[src/rtl/ifm_rx_ingress.sv]
// MAC RX ingress: moves AXI-Stream beats into the data FIFO, emits one info word per
// admitted frame, drops whole frames when FIFO space is short, and truncates oversize frames.
//
// state  | meaning
// S_IDLE | between frames; the next valid beat is a first beat
// S_PASS | admitted frame in progress, every beat is written
// S_DROP | discarding the rest of a dropped or truncated frame
module ifm_rx_ingress #(
  parameter int C_DATA_WIDTH = 64,
  parameter int C_KEEP_WIDTH = C_DATA_WIDTH/8,
  parameter int C_LEN_WIDTH  = 16,
  parameter int C_MAX_BYTES  = 9600,
  parameter int C_CNT_WIDTH  = 32
) (
  input  logic                                rx_clk,
  input  logic                                rx_reset,
  input  logic [C_DATA_WIDTH-1:0]             rx_axis_mac_tdata,
  input  logic [C_KEEP_WIDTH-1:0]             rx_axis_mac_tkeep,
  input  logic                                rx_axis_mac_tlast,
  input  logic                                rx_axis_mac_tuser,
  input  logic                                rx_axis_mac_tvalid,
  output logic                                rx_axis_mac_tready,
  output logic [C_DATA_WIDTH+C_KEEP_WIDTH:0]  data_fifo_wdata,
  output logic                                data_fifo_wren,
  input  logic                                data_fifo_afull,
  output logic [C_LEN_WIDTH+1:0]              info_fifo_wdata,
  output logic                                info_fifo_wren,
  input  logic                                info_fifo_full,
  output logic [C_CNT_WIDTH-1:0]              stat_frames_ok,
  output logic [C_CNT_WIDTH-1:0]              stat_frames_bad,
  output logic [C_CNT_WIDTH-1:0]              stat_frames_drop,
  input  logic                                stat_clear
);

  localparam int BCW = C_LEN_WIDTH + 1;
  localparam int BBW = $clog2(C_KEEP_WIDTH + 1);
  localparam logic [BCW-1:0] MAX_CNT_C =
    (C_MAX_BYTES >= (1 << BCW)) ? {BCW{1'b1}} : BCW'(C_MAX_BYTES);
  localparam logic [C_LEN_WIDTH-1:0] MAX_LEN_C =
    (C_MAX_BYTES >= (1 << C_LEN_WIDTH)) ? {C_LEN_WIDTH{1'b1}} : C_LEN_WIDTH'(C_MAX_BYTES);
  localparam logic [C_CNT_WIDTH-1:0] CNT_ONE_C = {{(C_CNT_WIDTH-1){1'b0}}, 1'b1};

  typedef enum logic [1:0] {S_IDLE, S_PASS, S_DROP} state_t;

  state_t                 state, state_nxt;
  logic [BCW-1:0]         byte_cnt, byte_cnt_nxt, cnt_prior, cnt_new;
  logic [BCW:0]           cnt_sum;
  logic [BBW-1:0]         beat_bytes;
  logic [C_LEN_WIDTH-1:0] len_field, info_len;
  logic                   pass_beat, data_wr, force_last;
  logic                   info_wr, info_good, info_trunc;
  logic                   inc_ok, inc_bad, inc_drop;

  always_comb begin
    beat_bytes = '0;
    for (int i = 0; i < C_KEEP_WIDTH; i++)
      beat_bytes = beat_bytes + BBW'(rx_axis_mac_tkeep[i]);
  end

  // A first beat counts from zero, so the count needs no explicit clear between frames.
  assign cnt_prior = (state == S_IDLE) ? '0 : byte_cnt;
  assign cnt_sum   = {1'b0, cnt_prior} + (BCW+1)'(beat_bytes);
  assign cnt_new   = cnt_sum[BCW] ? {BCW{1'b1}} : cnt_sum[BCW-1:0];
  assign len_field = cnt_new[BCW-1] ? {C_LEN_WIDTH{1'b1}} : cnt_new[C_LEN_WIDTH-1:0];

  always_comb begin
    state_nxt    = state;
    byte_cnt_nxt = byte_cnt;
    pass_beat    = 1'b0;
    data_wr      = 1'b0;
    force_last   = 1'b0;
    info_wr      = 1'b0;
    info_good    = 1'b0;
    info_trunc   = 1'b0;
    info_len     = '0;
    inc_ok       = 1'b0;
    inc_bad      = 1'b0;
    inc_drop     = 1'b0;
    if (rx_axis_mac_tvalid) begin
      unique case (state)
        S_IDLE: begin
          if (data_fifo_afull || info_fifo_full) begin
            inc_drop  = 1'b1;
            state_nxt = rx_axis_mac_tlast ? S_IDLE : S_DROP;
          end else begin
            pass_beat = 1'b1;
            state_nxt = S_PASS;
          end
        end
        S_PASS: pass_beat = 1'b1;
        S_DROP: if (rx_axis_mac_tlast) state_nxt = S_IDLE;
        default: state_nxt = S_IDLE;
      endcase

      if (pass_beat) begin
        data_wr      = 1'b1;
        byte_cnt_nxt = cnt_new;
        // Once the limit is reached any further beat would overflow, so cut the frame here.
        if (!rx_axis_mac_tlast && cnt_new >= MAX_CNT_C) begin
          force_last = 1'b1;
          info_wr    = 1'b1;
          info_trunc = 1'b1;
          info_len   = MAX_LEN_C;
          inc_bad    = 1'b1;
          state_nxt  = S_DROP;
        end else if (rx_axis_mac_tlast) begin
          info_wr   = 1'b1;
          info_good = rx_axis_mac_tuser && (cnt_new <= MAX_CNT_C);
          info_len  = len_field;
          inc_ok    = info_good;
          inc_bad   = !info_good;
          state_nxt = S_IDLE;
        end
      end
    end
  end

  function automatic logic [C_CNT_WIDTH-1:0] sat_inc(input logic [C_CNT_WIDTH-1:0] v,
                                                     input logic inc);
    return (inc && (v != {C_CNT_WIDTH{1'b1}})) ? v + CNT_ONE_C : v;
  endfunction

  always_ff @(posedge rx_clk) begin
    if (rx_reset) begin
      state              <= S_IDLE;
      byte_cnt           <= '0;
      rx_axis_mac_tready <= 1'b0;
      data_fifo_wren     <= 1'b0;
      data_fifo_wdata    <= '0;
      info_fifo_wren     <= 1'b0;
      info_fifo_wdata    <= '0;
      stat_frames_ok     <= '0;
      stat_frames_bad    <= '0;
      stat_frames_drop   <= '0;
    end else begin
      state              <= state_nxt;
      byte_cnt           <= byte_cnt_nxt;
      rx_axis_mac_tready <= 1'b1;
      data_fifo_wren     <= data_wr;
      info_fifo_wren     <= info_wr;
      if (data_wr)
        data_fifo_wdata <= {rx_axis_mac_tlast | force_last, rx_axis_mac_tkeep, rx_axis_mac_tdata};
      if (info_wr)
        info_fifo_wdata <= {info_good, info_trunc, info_len};
      if (stat_clear) begin
        stat_frames_ok   <= '0;
        stat_frames_bad  <= '0;
        stat_frames_drop <= '0;
      end else begin
        stat_frames_ok   <= sat_inc(stat_frames_ok, inc_ok);
        stat_frames_bad  <= sat_inc(stat_frames_bad, inc_bad);
        stat_frames_drop <= sat_inc(stat_frames_drop, inc_drop);
      end
    end
  end

endmodule

[config.mk]
export PLATFORM = sky130hd
export DESIGN_NAME = ifm_rx_ingress
export DESIGN_NICKNAME = d
export VERILOG_FILES = /design/src/rtl/ifm_rx_ingress.sv
export SDC_FILE = /design/constraint.sdc
export NUM_CORES = 1
export LEC_CHECK = 0
export ABC_AREA = 1
export BUFFER_PORTS_ARGS = -buffer_cell sky130_fd_sc_hd__buf_2
export CORE_MARGIN = 2
export CORE_UTILIZATION = 54
export CTS_CLUSTER_DIAMETER = 30
export DETAILED_ROUTE_END_ITERATION = 8
export GPL_ROUTABILITY_DRIVEN = 0
export PLACE_DENSITY_LB_ADDON = 0.3
export REMOVE_ABC_BUFFERS = 1
export SLEW_MARGIN = 25
export SYNTH_ARGS = -nofsm -noshare
export SYNTH_HDL_FRONTEND = slang
export SYNTH_SLANG_ARGS = --single-unit
[constraint.sdc]
create_clock -name rx_clk -period 4.6 [get_ports rx_clk]
set_input_delay 0.23 -clock rx_clk [delete_from_list [all_inputs] [get_ports rx_clk]]
set_output_delay 0.23 -clock rx_clk [all_outputs]
set_load 0.02 [all_outputs]
## Word-level counts from Yosys, hierarchy flattened

Index checks and enable logic that the tools add are counted.

- Add/subtract/negate cells: 11
- Magnitude comparators: 2
- Eq/ne operators: 5
- Mux-type cells: 38
- Bitwise gates (word level): 1
- Reductions and logical operators: 11

Operators with widths:

| kind | number |
|---|---|
| $add 32x1->32 const B | 3 |
| $ne 32x32->1 const B | 3 |
| $mux 16 | 5 |
| $mux 17 | 2 |
| $mux 1 | 23 |
| $add 17x4->18 | 1 |
| $ge 17x14->1 const B | 1 |
| $le 17x14->1 const B | 1 |
| $add 4x1->4 | 4 |
| $mux 2 | 6 |
| $pmux 2 s3 | 1 |
| $logic_and 1x1->1 | 5 |
| $add 3x1->4 | 1 |
| $add 2x1->3 | 1 |
| $add 1x1->2 | 1 |
| $eq 2x1->1 const B | 1 |
| $eq 2x2->1 const B | 1 |
| $logic_not 1->1 | 2 |
| $logic_not 2->1 | 1 |
| $pmux 1 s2 | 1 |
| $reduce_and 2->1 | 1 |
| $reduce_or 2->1 | 1 |
| $logic_or 1x1->1 | 1 |
| $or 1x1->1 | 1 |

- Bits in registers: 209
- Bits of input ports: 80
- Word-level logic and storage cells: 78

## Longest topological paths before layout

Gate-level depths: netlist of the first run.

- Depth after elaboration: 17
- Mapped depth: 30
- Depth with buffers taken out: 28

## Least setup slack after synthesis of the first run

OpenSTA, ideal clock, no wires.

- Path kind: input to register
- Start point: input port rx_axis_mac_tkeep[0]
- End point: register info_fifo_wdata[10]
- Library setup time: 0.118 ns
- Data arrival time: 4.094 ns
- Required time: 4.482 ns
- Slack: 0.388 ns
- Cell stages on the path: 24
- Path through: fa_1 > inv_1 > fa_1 > fa_1 > fa_1 > fa_1 > nor2_1 > nor2_1 > inv_1 > nand3_1 > nand2_1 > nand2_1 > nor2_1 > nor2_1 > nor2_1 > nand2_1 > nand2_1 > nand2_1 > nand2_1 > nand2_2 > buf_6 > buf_6 > o21ai_0 > nor2_1

- Longest elaborated chain between the ends: 14

RTL lines:

| element | line | source |
|---|---|---|
| start: declaration | 18 | `input logic [C_KEEP_WIDTH-1:0] rx_axis_mac_tkeep,` |
| $add 1x1->2 * | 57 | `beat_bytes = beat_bytes + BBW'(rx_axis_mac_tkeep[i]);` |
| $add 2x1->3 * | 57 |  |
| $add 3x1->4 * | 57 |  |
| $add 4x1->4 * (4 in series) | 57 |  |
| $add 17x4->18 * | 62 | `assign cnt_sum = {1'b0, cnt_prior} + (BCW+1)'(beat_bytes);` |
| $mux 17 * | 63 | `assign cnt_new = cnt_sum[BCW] ? {BCW{1'b1}} : cnt_sum[BCW-1:0];` |
| $ge 17x14->1 / $mux 16 (equally long branches) | 99, 64 |  |
| $logic_and 1x1->1 / $mux 16 (equally long branches) | 99, 106 |  |
| $mux 16 / $mux 1 (equally long branches) | 99 | `if (!rx_axis_mac_tlast && cnt_new >= MAX_CNT_C) begin` |
| $mux 16 / $mux 1 (equally long branches) | 95 | `if (pass_beat) begin` |
| $mux 16 / $mux 1 (equally long branches) | 79 | `if (rx_axis_mac_tvalid) begin` |
| end signal: assignment | 144 | `info_fifo_wdata <= {info_good, info_trunc, info_len};` |
| end: declaration | 26 | `output logic [C_LEN_WIDTH+1:0] info_fifo_wdata,` |

Every way passes the cells marked *; elsewhere a longest branch is shown, timed or not.
A chain may end at the register's enable or synchronous reset.

## Worst setup path in the final report of the first run

- Start point: register state[0]
- End point: register stat_frames_ok[29]

- Longest elaborated chain between the ends: 11

RTL lines:

| element | line | source |
|---|---|---|
| start: declaration | 45 | `state_t state, state_nxt;` |
| start signal: assignment | 136 | `state <= state_nxt;` |
| $logic_not 2->1 | 61, 80 |  |
| $mux 17 | 61 | `assign cnt_prior = (state == S_IDLE) ? '0 : byte_cnt;` |
| $add 17x4->18 | 62 |  |
| $mux 17 | 63 |  |
| $le 17x14->1 | 108 | `info_good = rx_axis_mac_tuser && (cnt_new <= MAX_CNT_C);` |
| $logic_and 1x1->1 | 108 |  |
| $mux 1 | 106 | `end else if (rx_axis_mac_tlast) begin` |
| $mux 1 | 99 |  |
| $mux 1 * | 95 |  |
| $mux 1 * | 79 |  |
| $logic_and 1x1->1 * | 120 | `return (inc && (v != {C_CNT_WIDTH{1'b1}})) ? v + CNT_ONE_C : v;` |
| end signal: assignment | 150 | `stat_frames_ok <= sat_inc(stat_frames_ok, inc_ok);` |
| end: declaration | 29 | `output logic [C_CNT_WIDTH-1:0] stat_frames_ok,` |

Every way passes the cells marked *; elsewhere a longest branch is shown, timed or not. The select of a mux whose other input is x is not followed.

==> results_dict.tcl, run 1 <==
set metrics [dict create \
    crit_fanout 8 \
    ys_warn_count 0 \
    clockPowerShare_pct 58.2 \
    first_global_vias 11246 \
    avgSynthCellArea_um2 6.90 \
    grt_pass1_wl_um 53400 \
    synthTopCellsByCount "nand2_1, nor2_1, dfxtp_1" \
    dieArea_mm2 0.0207 \
    std_cell_rows 51 \
    synth_edf_count 0 \
    hpwl_um 21800 \
    synth_most_common_cell "nand2_1" \
    critical_path_arrival_ps 4690 \
    powerDensity_mw_per_mm2 396 \
    finalClockSkew_ps 16.3 \
    nets 1957 \
    cp_cell_sequence "inv_2, nand2_4, nand2_1, fa_1, fa_1, fa_2, fa_2, buf_4, xnor2_1, nor2_1, nand3_1, nor2_1, nand2_1, nor2_1, nand2_1, nor2_2, nand3_1, nand3_1, buf_4, nand4_2, inv_2, buf_4, nand2_1, a21oi_1" \
    port_buffers 269 \
    period_needed_ps 4250 \
    drtAntennaViolNets 0 \
    ys_async_sr_fraction_pct 0 \
    drt_iter0_drc 802 \
    dr_wl_met3_um 2990 \
    cts.sinks 209 \
    worstPathBufferInverterCount 5 \
    synthCells 1530 \
    drt_pass1_iterations 6 \
    top_layer "met4" \
    antenna_found_initial 4 \
    total_power_uw 5680 \
    synth_flop_cell "dfxtp_1" \
    track_usage_pct 31.4 \
    timing.fmax_ghz 0.236 \
    path_clk_slew_ps 50 \
    synth-seq-area-share_pct 39.6 \
    setup_viol 0 \
    max_stage_delay_ps 510 \
    cts_setup_buffers 0 \
    synth_top_cell_area_share_pct 39.6 \
    startpoint_type "flip-flop" \
    area_growth_pct 35.8 \
    seq_area_mm2 0.00419 \
    critical_path.top_delay_family "adder cells" \
    dr_wl_met2_um 16100 \
    die_w_um 144 \
    pin_count 270 \
    wl_met1_um 13300 \
    critPathKind "reg2reg" \
    viasPerCell 5.47 \
    multiInputGateArea_mm2 0.00557 \
    core_mm2 0.0193 \
    grt_overflow 0 \
    start_util_pct 54.6 \
    routedWlPerCell_um 15.6 \
    synth_area_leaders "dfxtp_1, nand2_1, nor2_1" \
    drive_gt1_share_pct 22.0 \
    vias 11838 \
    synth_cell_type_count 43 \
    die_y_um 144 \
    cp-end-kind "flip-flop" \
    switching_share_pct 23.6 \
    hold_viol_final 0 \
    p_seq_share_pct 33.4 \
    root_buffer "clkbuf_16" \
    worst_pin_slew_ps 809 \
    htree_levels 2 \
    intPower_uw 4340 \
    cpMostUsedCell "nand2_1" \
    yosysTopAreaCell "dfxtp_1" \
    fin_util_pct 74.2 \
    netlist_area_mm2 0.0106 \
    relSlewSlack_pct 46.0 \
    drc 0 \
    wl_um 33800 \
    numCtsBuffers 42 \
    leakage_uw 0.00616 \
    outcome "finished, final reports clean" \
    slowest_stage "fa_1" \
    worstSkewPairLatency_ps 520 \
    maxCapViolCount 0 \
    n_fill_cell 1436 \
    hold_path_class "in2reg" \
    grt_max_degree 69 \
    fin_crit_sh_pct 92.3 \
    clk_path_buf_depth 3 \
    peakVddDrop_v 0.000305 \
    power_switching_uw 1340 \
    maxSlewViolCount 0 \
    ys_ff_latch 209 \
    cp.required_ps 5040 \
    p_comb_share_pct 8.3 \
    cts_tree "done" \
]
## final timing paths
check	from	end	slack [ps]	cells after the start
worst max-delay path	state[0]	stat_frames_ok[29]	350	24
worst min-delay path	rx_axis_mac_tkeep[6]	data_fifo_wdata[70]	5	3
worst max register to register	state[0]	stat_frames_ok[29]	350	24
worst min register to register	info_fifo_wdata[0]	info_fifo_wdata[0]	460	2
## cells in the final DEF, fill, tap and decap left out, drive strengths merged, types with 52 or more instances in the layout
| cell | count |
|---|---|
| o21ai | 116 |
| dfxtp | 209 |
| inv | 127 |
| dlygate4sd3 | 55 |
| nor2 | 291 |
| clkbuf | 52 |
| buf | 302 |
| a21oi | 112 |
| nand4 | 61 |
| nand2 | 318 |
| nor3 | 52 |
## power by group through the flow
stage / Clock (uW) / Combinational [uW] / Sequential (uW)
floorplan: 0 / 192 / 1980
global placement: 0 / 406 / 1930
detailed placement: 0 / 410 / 1930
CTS: 3340 / 453 / 1900
global route: 3450 / 519 / 1900
finish: 3310 / 473 / 1900
## cell families after synthesis
family	share of synthesized area [%]
xor gates and xnor gates	5.81
adders and majority gates	2.02
DFF	39.6
buffers and inverters	7.73
and+or+nand+nor	33.0
AOI/OAI and AO/OA	11.8
## flip-flops by register name, indices dropped and copies added, names as in the netlist
| name | flops |
|---|---|
| stat_frames_bad | 32 |
| stat_frames_drop | 32 |
| byte_cnt | 17 |
| data_fifo_wren | 1 |
| info_fifo_wren | 1 |
| info_fifo_wdata | 18 |
| data_fifo_wdata | 73 |
| state | 2 |
| rx_axis_mac_tready | 1 |
| stat_frames_ok | 32 |
## routing by layer
layer	GRT usage [%]	up-vias
met5	0	-
met4	16.6	0
met3	7.96	119
met2	53.5	597
met1	36.3	5426
li1	-	5696
## area by class of cell
| type | count | share of cell area [%] |
|---|---|---|
| Antenna cell | 4 | 0.0698 |
| Multi-Input combinational cell | 1125 | 38.8 |
| Tap cell | 265 | 2.31 |
| Clock inverter | 26 | 2.85 |
| Inverter | 128 | 3.37 |
| Clock buffer | 52 | 8.02 |
| Timing Repair Buffer | 357 | 15.4 |
| Sequential cell | 209 | 29.2 |
## per-stage QoR
step           cells  area [um^2]  hold WS [ps]  setup TNS [ps]  setup WS [ps]
5_1_grt         2166        14300          19.4           -6.01          -3.32
3_5_place_dp    2029        12200           451            -328          -57.8
2_1_floorplan   1462        10200           299          -38060           -721
4_1_cts         2161        14300         0.209               0            235
3_3_place_gp    2029        12200           447               0           63.9
6_report        2166        14300          5.34               0            355
## what timing repair did
action,4_1_cts,5_1_grt
endpoints found under the setup margin,0,81
endpoints found under the hold margin,54,1
gates resized for setup,0,7
hold buffers,54,1
## worst register-to-register path: stages (launching register included)
cell,delay [ps]
dfxtp_2,360
inv_2,60
nand2_4,80
nand2_1,90
fa_1,510
fa_1,430
fa_2,370
fa_2,340
buf_4,140
xnor2_1,130
nor2_1,110
nand3_1,90
nor2_1,110
nand2_1,50
nor2_1,140
nand2_1,100
nor2_2,110
nand3_1,80
nand3_1,110
buf_4,130
nand4_2,130
inv_2,140
buf_4,160
nand2_1,60
a21oi_1,140
Power figures use the tool's default switching activity.
==> run 2, diff against run 1 <==
--- a/config.mk
+++ b/config.mk
@@ -12,7 +12,7 @@
 export CTS_CLUSTER_DIAMETER = 30
 export DETAILED_ROUTE_END_ITERATION = 8
 export GPL_ROUTABILITY_DRIVEN = 0
-export PLACE_DENSITY_LB_ADDON = 0.3
+export PLACE_DENSITY = 0.88
 export REMOVE_ABC_BUFFERS = 1
 export SLEW_MARGIN = 25
 export SYNTH_ARGS = -nofsm -noshare
==> run 2 against run 1 <==
Net effect:
- sequential cell count unchanged
- clock-buffer cell count decreased by 1
- sequential share of layout area increased by 0.61 points
- clock skew increased by 8.1 ps
- worst setup slack got worse by 92 ps
- global-route usage increased by 1.2 points
- hold slack about the same
==> results_dict.tcl, run 2 (synthesis gave the netlist of run 1 again) <==
set metrics [dict create \
    outcome "finished, final reports clean" \
    cp-end-kind "flip-flop" \
    grt_use_met2_pct 55.2 \
    nets 1932 \
    path_depth 24 \
    antenna_found_initial 3 \
    fin_area_mm2 0.0140 \
    use_met1_pct 38.1 \
    setup_tns_ps 0 \
    hold_depth 3 \
    finalClockSkew_ps 24.4 \
    track_usage_pct 32.6 \
    drt_pass1_iterations 8 \
    cpMostUsedCell "nand2_1" \
    final_common_cell "nand2_1" \
    placed_cell_area_mm2 0.0122 \
    die_w_um 144 \
    wl_um 34800 \
    grt.busiest_layer "met2" \
    period_needed_ps 4340 \
    preCtsSetupSlack_ps -94.9 \
    cts_tree "done" \
    cp.required_ps 4980 \
    hold_viol_final 0 \
    critPathKind "reg2reg" \
    grt_overflow 0 \
    grt_util_met3_pct 8.50 \
    path_clk_slew_ps 50 \
    port_buffers 269 \
    slowest_stage "fa_1" \
    cts.sinks 209 \
    area_growth_pct 33.1 \
    critical_path.top_delay_family "adder cells" \
    worstPathBufferInverterCount 3 \
    worstSkewPairLatency_ps 520 \
    first_global_vias 11199 \
    htree_levels 2 \
    hold_path_class "in2reg" \
    drive_gt1_share_pct 21.7 \
    final_cell_mix "nand2_1, nor2_1, buf_2, dfxtp_1, inv_1" \
    vias 11880 \
    grt_setup_unrepaired "false" \
    final.setup.worst_slack_ps 262 \
    startpoint_type "flip-flop" \
    setup_viol 0 \
    start_util_pct 54.6 \
    drc 0 \
    crit_fanout 8 \
    grt_pass1_wl_um 54800 \
    viasPerCell 5.56 \
    powerDensity_mw_per_mm2 384 \
    maxCapViolCount 0 \
    std_cell_rows 51 \
    timing.fmax_ghz 0.231 \
    pin_count 270 \
    hpwl_um 22100 \
    dieArea_mm2 0.0207 \
    grt_max_degree 81 \
    seq_area_mm2 0.00419 \
    routedWlPerCell_um 16.3 \
    reg2reg_depth 24 \
    cts_setup_buffers 0 \
    drt_iter0_drc 796 \
    critical_path_arrival_ps 4720 \
    multiInputGateArea_mm2 0.00559 \
    drtAntennaViolNets 0 \
    die_y_um 144 \
    peakVddDrop_v 0.000286 \
    numCtsBuffers 39 \
    largest_register_ffs 73 \
    fin_crit_sh_pct 94.3 \
    max_flop_register "data_fifo_wdata" \
    core_mm2 0.0193 \
    cp_cell_sequence "inv_2, nand2_4, nand2_1, fa_1, fa_1, fa_2, fa_1, nor2_1, nor2_1, inv_2, nand2_1, nor3b_1, nand2_1, nand2_1, nor2_2, nand2_2, nor2_1, nand2_1, nand2_1, nand2_4, nand3_4, clkbuf_16, nand2_1, a21oi_1" \
    leakage_uw 0.00601 \
    max_stage_delay_ps 520 \
    root_buffer "clkbuf_16" \
    relSlewSlack_pct 45.6 \
    maxSlewViolCount 0 \
    clk_path_buf_depth 3 \
    worst_pin_slew_ps 815 \
    n_fill_cell 1466 \
]
run 2: path summary, 6_finish.rpt:
check / from / to / slack, ps
worst max-delay path: state[1] / stat_frames_bad[12] / 260
worst min register to register: info_fifo_wdata[2] / info_fifo_wdata[2] / 460
worst min-delay path: rx_axis_mac_tdata[47] / data_fifo_wdata[47] / 5
worst max register to register: state[1] / stat_frames_bad[12] / 260
run 2: through the flow:
| step | total power (uW) | hold slack, ps | utilization (%) | cells |
|---|---|---|---|---|
| floorplan | 2170 | 299 | - | 1462 |
| global placement | 2330 | 447 | 62.9 | 2019 |
| detailed placement | 2340 | 456 | 62.9 | 2019 |
| CTS | 5370 | 0.0390 | 72.3 | 2130 |
| global route | 5560 | 22.9 | 72.6 | 2134 |
| finish | 5390 | 4.88 | 72.7 | 2136 |
run 2: cell type report:
| class | instances | area share [%] |
|---|---|---|
| flip-flops and latches | 209 | 29.8 |
| well taps | 265 | 2.36 |
| repair buffers | 335 | 14.5 |
| diodes | 4 | 0.0713 |
| clock buffers | 51 | 7.91 |
| inverters | 128 | 3.44 |
| multi-input cells | 1125 | 39.8 |
| clock inverters | 19 | 2.11 |
run 2: timing repair:
item,CTS,global route
hold endpoints to repair,41,0
resized for setup,0,8
hold buffers,41,0
endpoints found under the setup margin,0,82
run 2: report_power, final:
part           leakage (uW)  internal, uW  switching, uW  total, uW
combinational       0.00363           172            298        470
sequential          0.00170          1870           33.7       1900
clock              0.000683          2050            972       3020
run 2: worst reg2reg max path: stages, from the launching register on:
cell,delay [ps]
dfxtp_1,350
inv_2,70
nand2_4,80
nand2_1,100
fa_1,520
fa_1,430
fa_2,370
fa_1,390
nor2_1,120
nor2_1,80
inv_2,110
nand2_1,90
nor3b_1,230
nand2_1,80
nand2_1,90
nor2_2,60
nand2_2,110
nor2_1,60
nand2_1,100
nand2_1,110
nand2_4,150
nand3_4,130
clkbuf_16,220
nand2_1,70
a21oi_1,60
run 2: per-layer routing:
layer	share of wire (%)	routed length [um]
met5	0	0
met4	4.7	1640
met1	38	13200
met2	47	16500
met3	10	3490
